## src/rtl/vga_bus_pkg.sv

```systemverilog
// Shared constants for the VGA timing/pixel bus pipeline.
// Default field widths, reset levels for the bus fields, and the depth limit.
package vga_bus_pkg;

    localparam int HCOUNT_W_DEF = 11;
    localparam int VCOUNT_W_DEF = 11;
    localparam int RGB_W_DEF    = 12;

    localparam logic BLNK_RST = 1'b1;
    localparam logic SYNC_RST = 1'b0;

    localparam int MAX_DELAY = 16;

    // Bits needed to count from 0 up to d inclusive; 1 bit when d == 1.
    function automatic int fill_width(input int d);
        return $clog2(d + 1);
    endfunction

endpackage

```

## src/rtl/vga_bus_reg.sv

```systemverilog
// One register stage of the VGA bus. When MASK_RGB is set, rgb is loaded as
// black whenever the incoming hblnk or vblnk is high.
module vga_bus_reg
    import vga_bus_pkg::*;
#(
    parameter int HCOUNT_W = HCOUNT_W_DEF,
    parameter int VCOUNT_W = VCOUNT_W_DEF,
    parameter int RGB_W    = RGB_W_DEF,
    parameter bit MASK_RGB = 1'b0
) (
    input  logic                clk,
    input  logic                rst_n,
    input  logic [VCOUNT_W-1:0] in_vcount,
    input  logic                in_vsync,
    input  logic                in_vblnk,
    input  logic [HCOUNT_W-1:0] in_hcount,
    input  logic                in_hsync,
    input  logic                in_hblnk,
    input  logic [RGB_W-1:0]    in_rgb,
    output logic [VCOUNT_W-1:0] out_vcount,
    output logic                out_vsync,
    output logic                out_vblnk,
    output logic [HCOUNT_W-1:0] out_hcount,
    output logic                out_hsync,
    output logic                out_hblnk,
    output logic [RGB_W-1:0]    out_rgb
);

    logic blank_in;

    assign blank_in = in_hblnk | in_vblnk;

    always_ff @(posedge clk) begin
        if (!rst_n) begin
            out_vcount <= '0;
            out_vsync  <= SYNC_RST;
            out_vblnk  <= BLNK_RST;
            out_hcount <= '0;
            out_hsync  <= SYNC_RST;
            out_hblnk  <= BLNK_RST;
            out_rgb    <= '0;
        end else begin
            out_vcount <= in_vcount;
            out_vsync  <= in_vsync;
            out_vblnk  <= in_vblnk;
            out_hcount <= in_hcount;
            out_hsync  <= in_hsync;
            out_hblnk  <= in_hblnk;
            out_rgb    <= (MASK_RGB && blank_in) ? '0 : in_rgb;
        end
    end

endmodule

```

## src/rtl/vga_bus_delay.sv

```systemverilog
// Fixed-depth pipeline for the VGA bus, used to realign timing with pixel data
// from multi-cycle drawing stages. Free-running: no valid/ready, no stall.
module vga_bus_delay
    import vga_bus_pkg::*;
#(
    parameter int DELAY     = 2,
    parameter int HCOUNT_W  = HCOUNT_W_DEF,
    parameter int VCOUNT_W  = VCOUNT_W_DEF,
    parameter int RGB_W     = RGB_W_DEF,
    parameter int BLANK_RGB = 1,
    parameter int FRAME_W   = 16
) (
    input  logic                clk,
    input  logic                rst_n,
    input  logic [VCOUNT_W-1:0] in_vcount,
    input  logic                in_vsync,
    input  logic                in_vblnk,
    input  logic [HCOUNT_W-1:0] in_hcount,
    input  logic                in_hsync,
    input  logic                in_hblnk,
    input  logic [RGB_W-1:0]    in_rgb,
    output logic [VCOUNT_W-1:0] out_vcount,
    output logic                out_vsync,
    output logic                out_vblnk,
    output logic [HCOUNT_W-1:0] out_hcount,
    output logic                out_hsync,
    output logic                out_hblnk,
    output logic [RGB_W-1:0]    out_rgb,
    output logic                out_valid,
    output logic                frame_start,
    output logic [FRAME_W-1:0]  frame_cnt
);

    localparam int FILL_W = fill_width(DELAY);
    localparam logic [FILL_W-1:0] FILL_FULL = FILL_W'(DELAY);

    if (DELAY < 1 || DELAY > MAX_DELAY) begin : g_bad_delay
        $error("vga_bus_delay: DELAY must be within 1..16");
    end

    // Index 0 is the input bus; index k+1 is the output of stage k.
    logic [VCOUNT_W-1:0] vc [0:DELAY];
    logic                vs [0:DELAY];
    logic                vb [0:DELAY];
    logic [HCOUNT_W-1:0] hc [0:DELAY];
    logic                hs [0:DELAY];
    logic                hb [0:DELAY];
    logic [RGB_W-1:0]    px [0:DELAY];

    assign vc[0] = in_vcount;
    assign vs[0] = in_vsync;
    assign vb[0] = in_vblnk;
    assign hc[0] = in_hcount;
    assign hs[0] = in_hsync;
    assign hb[0] = in_hblnk;
    assign px[0] = in_rgb;

    for (genvar k = 0; k < DELAY; k++) begin : g_stage
        vga_bus_reg #(
            .HCOUNT_W (HCOUNT_W),
            .VCOUNT_W (VCOUNT_W),
            .RGB_W    (RGB_W),
            .MASK_RGB ((k == DELAY - 1) && (BLANK_RGB != 0))
        ) u_reg (
            .clk        (clk),
            .rst_n      (rst_n),
            .in_vcount  (vc[k]),
            .in_vsync   (vs[k]),
            .in_vblnk   (vb[k]),
            .in_hcount  (hc[k]),
            .in_hsync   (hs[k]),
            .in_hblnk   (hb[k]),
            .in_rgb     (px[k]),
            .out_vcount (vc[k+1]),
            .out_vsync  (vs[k+1]),
            .out_vblnk  (vb[k+1]),
            .out_hcount (hc[k+1]),
            .out_hsync  (hs[k+1]),
            .out_hblnk  (hb[k+1]),
            .out_rgb    (px[k+1])
        );
    end

    assign out_vcount = vc[DELAY];
    assign out_vsync  = vs[DELAY];
    assign out_vblnk  = vb[DELAY];
    assign out_hcount = hc[DELAY];
    assign out_hsync  = hs[DELAY];
    assign out_hblnk  = hb[DELAY];
    assign out_rgb    = px[DELAY];

    logic [FILL_W-1:0] fill_q;
    logic [FILL_W-1:0] fill_nxt;
    logic              valid_nxt;
    logic              start_nxt;

    // Flags are computed from what the last stage is about to load, so they
    // line up with the out_* values they describe.
    always_comb begin
        fill_nxt  = (fill_q == FILL_FULL) ? fill_q : fill_q + FILL_W'(1);
        valid_nxt = (fill_nxt == FILL_FULL);
        start_nxt = valid_nxt && (vc[DELAY-1] == '0) && (hc[DELAY-1] == '0);
    end

    always_ff @(posedge clk) begin
        if (!rst_n) begin
            fill_q      <= '0;
            out_valid   <= 1'b0;
            frame_start <= 1'b0;
            frame_cnt   <= '0;
        end else begin
            fill_q      <= fill_nxt;
            out_valid   <= valid_nxt;
            frame_start <= start_nxt;
            if (start_nxt) begin
                frame_cnt <= frame_cnt + FRAME_W'(1);
            end
        end
    end

endmodule
```

## config.mk

```make
export PLATFORM = sky130hd
export DESIGN_NAME = vga_bus_delay
export DESIGN_NICKNAME = d
export VERILOG_FILES = /design/src/rtl/vga_bus_pkg.sv /design/src/rtl/vga_bus_reg.sv /design/src/rtl/vga_bus_delay.sv
export SDC_FILE = /design/constraint.sdc
export NUM_CORES = 1
export LEC_CHECK = 0
export ABC_CLOCK_PERIOD_IN_PS = 5550
export BUFFER_PORTS_ARGS = -buffer_cell sky130_fd_sc_hd__buf_2
export CAP_MARGIN = 20
export CORE_ASPECT_RATIO = 1.1
export CORE_MARGIN = 8
export CORE_UTILIZATION = 25
export CTS_CLUSTER_DIAMETER = 120
export DETAILED_ROUTE_END_ITERATION = 6
export GPL_ROUTABILITY_DRIVEN = 0
export PLACE_DENSITY_LB_ADDON = 0.1
export SLEW_MARGIN = 20
export SYNTH_ARGS = -nofsm -noshare
export SYNTH_HDL_FRONTEND = slang
export SYNTH_SLANG_ARGS = --single-unit
```

## constraint.sdc

```tcl
create_clock -name clk -period 5.55 [get_ports clk]
set_clock_uncertainty 0.1 [all_clocks]
set_input_delay 1.11 -clock clk [delete_from_list [all_inputs] [get_ports clk]]
set_output_delay 1.11 -clock clk [all_outputs]
set_load 0.03 [all_outputs]
```

==> results of run 1 <==
## cell usage after synthesis, types with 2 or more instances
library cell / count / area (sq um)
nor4_4: 2 / 42.5
nand2_1: 5 / 18.8
nand2b_1: 5 / 31.3
nor3_1: 2 / 10.0
o31ai_1: 11 / 82.6
nor4_2: 2 / 25.0
nand4_2: 2 / 25.0
nand4_1: 5 / 31.3
inv_1: 5 / 18.8
clkbuf_1: 11 / 41.3
ha_1: 2 / 25.0
or4_1: 11 / 82.6
o21ai_1: 4 / 20.0
and2_1: 76 / 475
a21oi_1: 15 / 75.1
nand3_1: 3 / 15.0
and4_1: 2 / 17.5
dfxtp_1: 95 / 1900
or3_1: 4 / 25.0
and3_1: 2 / 12.5
## flip-flops by register name, indices dropped and copies added (netlist names), 2 cells and up
name	cells
g_stage.u_reg.out_hsync	2
g_stage.u_reg.out_hblnk	2
g_stage.u_reg.out_vcount	22
g_stage.u_reg.out_hcount	22
g_stage.u_reg.out_vblnk	2
g_stage.u_reg.out_vsync	2
frame_cnt	16
g_stage.u_reg.out_rgb	24
## cell usage in the layout, fill, tap and decap left out, drive strengths merged
cell type / count
and3: 2
clkbuf: 11
and4: 2
or3: 4
o31ai: 11
o311ai: 1
clkinvlp: 3
bufinv: 1
nor3: 2
o41ai: 1
or4: 11
nand2: 5
a21oi: 15
nand2b: 5
ha: 2
clkinv: 1
buf: 96
nor4b: 1
nor4: 4
dfxtp: 95
nand4: 7
and2: 76
o21ai: 4
inv: 5
nor2: 1
nand3: 3
## power by group through the flow
stage          logic [W]  registers (W)  clock network, W
5_1_grt        0.0000924       0.000720          0.000668
6_report       0.0000826       0.000718          0.000612
3_3_place_gp   0.0000854       0.000734                 0
2_1_floorplan  0.0000335       0.000751                 0
4_1_cts        0.0000852       0.000718          0.000638
3_5_place_dp   0.0000850       0.000734                 0
## layout make-up
cell class / count / area [sq um]
fillers: 1265 / 7980
flip-flops and latches: 95 / 1900
multi-input cells: 157 / 1050
repair buffers: 96 / 483
clock buffers: 11 / 243
well taps: 154 / 193
clock inverters: 5 / 57.6
inverters: 5 / 18.8
## per-layer routing
metal,vias to the layer above,global-route usage,share of wire
met5,-,0,0
met4,0,0.0459,0.020
met3,8,0.0351,0.074
met2,61,0.133,0.44
met1,966,0.108,0.46
li1,1106,-,-
## through the flow
| step | std cells | power, W | setup slack [ns] | util | hold WS, ns |
|---|---|---|---|---|---|
| after floorplan | 270 | 0.000784 | 3.40 | - | 0.306 |
| after global placement | 507 | 0.000819 | 2.94 | 0.306 | 0.310 |
| after detailed placement | 507 | 0.000819 | 2.90 | 0.306 | 0.311 |
| after CTS | 523 | 0.00144 | 2.95 | 0.331 | 0.326 |
| after global routing | 523 | 0.00148 | 2.78 | 0.331 | 0.339 |
| final | 523 | 0.00141 | 2.99 | 0.331 | 0.323 |
## cells by family (layout without fill, tap and decap cells)
| kind of cell | after synthesis | after routing | share of synthesized area |
|---|---|---|---|
| flip-flops | 95 | 95 | 0.628 |
| AND/OR/NAND/NOR | 123 | 123 | 0.274 |
| AO/OA/AOI/OAI | 32 | 32 | 0.0644 |
| adder cells (fa/ha/maj) | 2 | 2 | 0.00826 |
| buffers and inverters | 18 | 117 | 0.0252 |
## worst max-delay path, cell delays in order, from the launching register on
cell and delay [ns]:
dfxtp_1 0.32, inv_1 0.04, ha_1 0.27, nor4b_2 0.21, nand4_2 0.65, or4_1 0.73
a21oi_1 0.15
## path summary, 6_finish.rpt
| check | cells past startpoint | start | end | slack (ns) |
|---|---|---|---|---|
| setup reg to reg | 6 | out_valid | frame_cnt[4] | 2.99 |
| setup / recovery | 6 | out_valid | frame_cnt[4] | 2.99 |
| hold reg to reg | 1 | g_stage[0].u_reg.out_rgb[9] | g_stage[1].u_reg.out_rgb[9] | 0.32 |
| hold / removal | 1 | g_stage[0].u_reg.out_rgb[9] | g_stage[1].u_reg.out_rgb[9] | 0.32 |
==> metrics.yaml, run 1 <==
dieWidth_microns: 121
clockRootBuffer: "clkbuf_16"
grt_max_degree: 70
drt_iter0_markers: 108
fin_nets: 406
hpwl_microns: 4900
status: "complete, no violations"
avgViaCountPerCell: 4.09
power_density_mw_per_mm2: 358
cts_max_path_buffers: 2
rows: 42
ir_drop_mv: 0.123
antenna_found_initial: 0
post-cts-setup-buffers: 0
synth_edf_count: 0
wirelength_microns: 6850
insertion_delay_ns: 0.33
die-area_sq_mm: 0.0159
power_frac_clock: 0.433
ys_warn_count: 0
path_clk_slew_ns: 0.06
p_comb_frac: 0.058
hp-class: "register to register"
start_util: 0.254
setup_violations: 0
start_kind: "register"
grt_pass1_vias: 2216
synth_cell_types: 26
synth-main-ff-cell: "dfxtp_1"
portBuffers: 95
synth-seq-area-share: 0.628
synth_cells: 270
routedWlPerCell_microns: 13.1
first_pass_iters: 4
coreArea_sq_mm: 0.0119
synth-seq-cells: 95
cts_hold_buf: 0
grt_pass1_wl_microns: 11200
cts_tree: "built"
ant_nets: 0
synthToLayoutAreaGrowth_pct: 30.3
max_clock_freq_mhz: 390
crit_type: "register to register"
p_sw_frac: 0.219
worstPathRequired_ns: 5.71
syn_nets: 312
hold_viol_final: 0
switchingPower_w: 0.000309
slew_headroom: 0.473
async_flop_share: 0
worstMarginPinSlew_ns: 0.789
synth_area_sq_mm: 0.00303
seq_power_share: 0.508
drive_above_1_share: 0.320
rsz0062_at_grt: "no"
drv_cap: 0
vias: 2141
drv_slew: 0
pin_count: 96
syn_area_per_cell_sq_um: 11.2
endpoint_kind: "register"
path_max_fanout: 33
gr-total-overflow: 0
n_antenna_cell: 0
dpl-instance-area_sq_mm: 0.00365
grt_usage: 0.0892
cts_resized: 0
fin_crit_ns: 2.56
p_int_w: 0.00110
leakage_nw: 1.72
period_share: 0.461
setup-tns-final_ns: 0
htreeDepth: 3
die_height_microns: 131
drc_errors: 0
cts_buffers: 9
finalInstanceArea_sq_mm: 0.00395
cts.sinks: 95
worstPathArrival_ns: 2.72
(Power assumes the default switching activity.)
==> inputs of run 2 (changes only) <==
--- a/config.mk
+++ b/config.mk
@@ -5,7 +5,7 @@
 export SDC_FILE = /design/constraint.sdc
 export NUM_CORES = 1
 export LEC_CHECK = 0
-export ABC_CLOCK_PERIOD_IN_PS = 5550
+export ABC_CLOCK_PERIOD_IN_PS = 2410
 export BUFFER_PORTS_ARGS = -buffer_cell sky130_fd_sc_hd__buf_2
 export CAP_MARGIN = 20
 export CORE_ASPECT_RATIO = 1.1
==> constraint.sdc (replaced) <==
create_clock -name clk -period 2.41 [get_ports clk]
set_clock_uncertainty 0.1 [all_clocks]
set_input_delay 0.482 -clock clk [delete_from_list [all_inputs] [get_ports clk]]
set_output_delay 0.482 -clock clk [all_outputs]
set_load 0.03 [all_outputs]
==> run 2 against run 1 <==
Effect of this change: hold slack got worse by 0.082 ns; sequential cell count is the same; via count up 2.4%; wire length grew 2.6%; combinational power increased by 130%; critical path depth grew 1; non-clock buffer count grew 1; highest routed layer unchanged.
==> metrics.yaml, run 2 (synthesis results as in run 1) <==
status: "complete, no violations"
clockRootBuffer: "clkbuf_16"
final_core_util: 0.330  # -0.000734
htreeDepth: 3  # unchanged
setup-tns-final_ns: 0  # unchanged
cts_tree: "built"
cp_slowest_stage_delay_ns: 0.53  # -0.20 ns
routedWlPerCell_microns: 13.4  # +2.4%
insertion_delay_ns: 0.33  # about the same
slowest_stage: "or4_1"
hpwl_microns: 5080  # +3.8%
die-area_sq_mm: 0.0159  # unchanged
rsz0062_at_grt: "no"
cts_buffers: 9  # unchanged
avgViaCountPerCell: 4.18  # +2.2%
multi_input_area_sq_mm: 0.00105  # unchanged
rows: 42  # unchanged
drv_slew: 0  # unchanged
dieWidth_microns: 121  # unchanged
first_pass_iters: 4  # unchanged
worstMarginPinSlew_ns: 0.607  # -0.182 ns
endpoint_kind: "register"
drt_iter0_markers: 108  # unchanged
worstPathRequired_ns: 2.57  # -3.14 ns
pin_count: 96  # unchanged
hold_viol_final: 0  # unchanged
ant_nets: 0  # unchanged
regArea_sq_mm: 0.00190  # unchanged
die_height_microns: 131  # unchanged
drc_errors: 0  # unchanged
cts_max_path_buffers: 2  # unchanged
cts.sinks: 95  # unchanged
crit_chain: "inv_1 > ha_1 > nor4b_2 > nand4_2 > buf_4 > or4_1 > a21oi_1"
period_share: 0.862  # +0.400
worstPathArrival_ns: 2.24  # -0.48 ns
reg.largest.list: "g_stage.u_reg.out_rgb: 24 flops, g_stage.u_reg.out_hcount: 22 flops, g_stage.u_reg.out_vcount: 22 flops"
total_power_w: 0.00318  # +130%
setup_violations: 0  # unchanged
path_max_fanout: 33  # unchanged
fin_crit_ns: 2.08  # -0.485 ns
crit_type: "register to register"
start_util: 0.254  # unchanged
power_density_mw_per_mm2: 807  # +130%
coreArea_sq_mm: 0.0119  # unchanged
hp-class: "input pin to register"
cts_hold_buf: 0  # unchanged
leakage_nw: 1.72  # about the same
fin_nets: 407  # +0.25%
grt_usage: 0.0906  # +0.00140
portBuffers: 95  # unchanged
wirelength_microns: 7030  # +2.6%
num-fill-cells: 1252  # -1.0%
synthToLayoutAreaGrowth_pct: 30.0
largest_reg_flops: 24  # unchanged
drv_cap: 0  # unchanged
n_antenna_cell: 0  # unchanged
vias: 2192  # +2.4%
final_cell_mix: "dfxtp_1 (95), buf_2 (95), and2_1 (76)"
slew_headroom: 0.594  # +0.121
regMostFlops: "g_stage.u_reg.out_rgb"
grt_pass1_vias: 2256  # +1.8%
grt_max_degree: 59  # -16%
start_kind: "register"
path_clk_slew_ns: 0.07  # about the same
antenna_found_initial: 0  # unchanged
drive_above_1_share: 0.322  # +0.00184
cts_resized: 0  # unchanged
ir_drop_mv: 0.300  # +140%
max_clock_freq_mhz: 482  # +23%
post-cts-setup-buffers: 0  # unchanged
grt_pass1_wl_microns: 11300  # +1.2%
gr-total-overflow: 0  # unchanged
## run 2: cell types whose count changed in the layout (fill, tap and decap cells not counted), sizes merged
cell | before | now
inv | 5 | 7
buf | 96 | 97
bufinv | 1 | 0
clkinvlp | 3 | 2
## run 2: path summary, 6_finish.rpt
check	to	slack, ns	cells past startpoint	start
worst max register to register	frame_cnt[4]	0.33	7	out_valid
worst min-delay path	g_stage[0].u_reg.out_vblnk	0.24	2	in_vblnk
worst max-delay path	frame_cnt[4]	0.33	7	out_valid
worst min register to register	g_stage[1].u_reg.out_rgb[5]	0.32	1	g_stage[0].u_reg.out_rgb[5]
## run 2: final cells by class
type / instances / share of cell area
sequential: 95 / 0.483
multi-input combinational: 157 / 0.267
timing repair buffer: 97 / 0.125
clock buffer: 11 / 0.0616
tap: 154 / 0.0489
clock inverter: 5 / 0.0105
inverter: 5 / 0.00476
## run 2: critical path, delay by kind of cell, from the launching register on
| family | cells | cell delay, ns |
|---|---|---|
| buffers and inverters | 2 | 0.29 |
| AND/OR/NAND/NOR | 3 | 0.87 |
| AO/OA/AOI/OAI | 1 | 0.15 |
| adder cells (fa/ha/maj) | 1 | 0.26 |
| flip-flops | 1 | 0.32 |
## run 2: where the power goes
part           total (W)  internal (W)  leakage (nW)  switching (W)
Combinational   0.000191     0.0000809         0.805       0.000110
Sequential       0.00165       0.00163         0.781      0.0000238
Clock            0.00133      0.000737         0.133       0.000597
## run 2: routing by layer
layer / GRT usage / part of all wire / vias to the layer above
met2: 0.144 / 0.48 / 63
met4: 0.0584 / 0.024 / 0
met5: 0 / 0 / -
met1: 0.103 / 0.43 / 1005
li1: - / - / 1114
met3: 0.0274 / 0.068 / 10
## run 2: stage by stage
step	hold slack, ns	cells	setup WS (ns)	area [sq um]
floorplan	0.306	270	0.264	3030
global placement	0.308	508	0.375	3650
detailed placement	0.311	508	0.318	3650
CTS	0.226	524	0.301	3940
global route	0.236	524	0.157	3940
finish	0.240	524	0.334	3940
==> inputs of run 3 (changes only) <==
--- a/config.mk
+++ b/config.mk
@@ -18,4 +18,5 @@
 export SLEW_MARGIN = 20
 export SYNTH_ARGS = -nofsm -noshare
 export SYNTH_HDL_FRONTEND = slang
+export SYNTH_HIERARCHICAL = 1
 export SYNTH_SLANG_ARGS = --single-unit
==> run 3 against run 2 <==
Effect of this change: largest cell class unchanged; fmax is 3.1% lower; critical path type unchanged; clock power is 25% higher; synthesized cell count grew 0.74%; count of clock-buffer cells in the layout is 1 lower; register-to-register slack lost 0.07 ns; sequential share of layout area is 1.9 points lower; sequential cell count unchanged; synthesized area rose by 4.6%; largest power group unchanged.
==> metrics.yaml, run 3 <==
hold_viol_final: 0  # unchanged
grt_usage: 0.0942  # +0.00358
grt_pass1_vias: 2301  # +2.0%
synth-main-ff-cell: "dfxtp_1"
pin_count: 96  # unchanged
power_density_mw_per_mm2: 859  # +6.5%
path_max_fanout: 32  # -3.0%
drt_iter0_markers: 97  # -10%
leakage_nw: 1.80  # +4.7%
min_to: "g_stage[0].u_reg/out_vblnk"
gr-total-overflow: 0  # unchanged
status: "complete, no violations"
synth_top_family_by_area: "simple AND/OR/NAND/NOR gates"
synth-seq-cells: 95  # unchanged
reg.largest.list: "g_stage.u_reg/out_rgb: 24 flops, g_stage.u_reg/out_hcount: 22 flops, g_stage.u_reg/out_vcount: 22 flops"
insertion_delay_ns: 0.33  # about the same
synthToLayoutAreaGrowth_pct: 29.3
drv_cap: 0  # unchanged
fin_nets: 407  # unchanged
cts.sinks: 95  # unchanged
start_kind: "register"
cts_resized: 0  # unchanged
cts_max_path_buffers: 2  # unchanged
drive_above_1_share: 0.335  # +0.0135
ys_warn_count: 6  # +6
finalInstanceArea_sq_mm: 0.00410  # +4.0%
grt_max_degree: 42  # -29%
path_clk_slew_ns: 0.07  # about the same
num-fill-cells: 1314  # +5.0%
synth_cell_types: 33  # +27%
dieWidth_microns: 123  # +2.0%
routedWlPerCell_microns: 14.2  # +5.8%
setup-tns-final_ns: 0  # unchanged
synthTopCellsByArea: "dfxtp_1 (60%), and2_1 (13%), buf_6 (2.5%), and4bb_1 (2.4%), a21oi_1 (1.9%)"
total_power_w: 0.00352  # +11%
setup_violations: 0  # unchanged
antenna_found_initial: 2  # +2
wirelength_microns: 7480  # +6.4%
cts_buffers: 9  # unchanged
r2r_start: "out_valid"
start_util: 0.254  # about the same
die_height_microns: 134  # +2.0%
grt_pass1_wl_microns: 12100  # +6.9%
ant_nets: 0  # unchanged
drc_errors: 0  # unchanged
rrSetupSlack_ns: 0.27  # -0.07 ns
vias: 2248  # +2.6%
r2r-end: "frame_cnt[5]"
synth_edf_count: 0  # unchanged
synth_top_cells_by_count: "dfxtp_1 (95), and2_1 (64), a21oi_1 (12)"
worstPathRequired_ns: 2.56  # about the same
synth_cells: 272  # +0.74%
regMostFlops: "g_stage.u_reg/out_rgb"
period_share: 0.889  # +0.0275
yosysMostFrequentCell: "dfxtp_1"
synth_compound_gate_area_share: 0.0608  # -0.00364
portBuffers: 95  # unchanged
endpoint_kind: "register"
worstMarginPinSlew_ns: 0.481  # -0.126 ns
cts_tree: "built"
drv_slew: 0  # unchanged
htreeDepth: 3  # unchanged
hp-class: "input pin to register"
syn_nets: 314  # +0.64%
rsz0062_at_grt: "no"
cts_hold_buf: 0  # unchanged
hpwl_microns: 5280  # +3.9%
crit_type: "register to register"
n_antenna_cell: 0  # unchanged
max_clock_freq_mhz: 467  # -3.1%
dpl-instance-area_sq_mm: 0.00374  # +2.4%
synthMuxAreaShare: 0.00316  # +0.00316
largest_reg_flops: 24  # unchanged
synth_area_sq_mm: 0.00317  # +4.6%
synth-xor-area-share: 0  # unchanged
min_path_cells: 2  # unchanged
post-cts-setup-buffers: 0  # unchanged
first_pass_iters: 4  # unchanged
slew_headroom: 0.679  # +0.0851
syn_area_per_cell_sq_um: 11.7  # +3.9%
synthAdderAreaFrac: 0.00790  # -0.000365
yosys.area_share.simple: 0.284  # +0.00959
die-area_sq_mm: 0.0165  # +4.0%
worstPathArrival_ns: 2.29  # +0.05 ns
rows: 43  # +2.4%
r2r_cells: 7  # unchanged
clockRootBuffer: "clkbuf_16"
final_cell_mix: "dfxtp_1 (95), buf_2 (95), and2_1 (64)"
synth_area_leader_cell: "dfxtp_1"
coreArea_sq_mm: 0.0125  # +4.6%
synth-seq-area-share: 0.600  # -0.0278
avgViaCountPerCell: 4.27  # +2.0%
async_flop_share: 0  # unchanged
ir_drop_mv: 0.262  # -13%
min_from: "in_vblnk"
synth_top_area_frac: 0.600  # -0.0278
fin_crit_ns: 2.14  # +0.0664 ns
run 3: cell types whose count changed after synthesis, sizes merged, moves of 3 or more:
cell    previous run  this run
a21oi             15        12
buf                2        11
and2              76        64
and4bb             0         9
or4               11         8
nor4bb             0         3
clkbuf            11         5
o31ai             11         8
run 3: cells by family after synthesis:
family                     Yosys count
AOI/OAI and AO/OA                   30
adders and majority gates            2
buffers and inverters               21
DFF                                 95
muxes                                1
and+or+nand+nor                    123
run 3: worst max-delay path by stage:
stage | cells past startpoint | startpoint | endpoint | slack (ns)
finish | 7 | out_valid | frame_cnt[5] | 0.27
CTS | 7 | out_valid | frame_cnt[5] | 0.23
detailed placement | 7 | out_valid | frame_cnt[5] | 0.25
global route | 7 | out_valid | frame_cnt[5] | 0.07
global placement | 7 | out_valid | frame_cnt[5] | 0.39
floorplan | 8 | out_valid | frame_cnt[14] | 0.26
run 3: through the flow:
step | setup slack [ns] | utilization | std cells | hold slack [ns]
after CTS | 0.230 | 0.328 | 527 | 0.208
final | 0.267 | 0.328 | 527 | 0.220
after detailed placement | 0.252 | 0.300 | 511 | 0.322
after floorplan | 0.259 | - | 272 | 0.312
after global routing | 0.0683 | 0.328 | 527 | 0.227
after global placement | 0.390 | 0.300 | 511 | 0.326
run 3: where the power goes:
group / total, W / leakage [nW] / switching [W] / internal, W
Combinational: 0.000199 / 0.849 / 0.000111 / 0.0000879
Sequential: 0.00166 / 0.781 / 0.0000286 / 0.00163
Clock: 0.00166 / 0.169 / 0.000615 / 0.00105
Total: 0.00352 / 1.80 / 0.000755 / 0.00276
run 3: metal layers:
metal	GRT usage	vias up	share of wire
li1	-	1127	-
met1	0.106	1050	0.42
met2	0.150	56	0.49
met3	0.0336	11	0.071
met4	0.0522	4	0.015
met5	0	-	0.0021
run 3: critical path, cell delays in order, from the launching register on:
cell and delay [ns]:
dfxtp_1 0.33, inv_1 0.04, ha_1 0.27, nor4b_2 0.23, nand4_2 0.14, buf_4 0.25
or4_1 0.53, a21oi_1 0.16
run 3: layout make-up:
type | count | area (sq um) | share of cell area
clock buffer | 10 | 239 | 0.0583
clock inverter | 6 | 115 | 0.0281
inverter | 5 | 18.8 | 0.00458
multi-input combinational | 156 | 1130 | 0.275
sequential | 95 | 1900 | 0.464
tap | 157 | 196 | 0.0480
timing repair buffer | 98 | 498 | 0.122
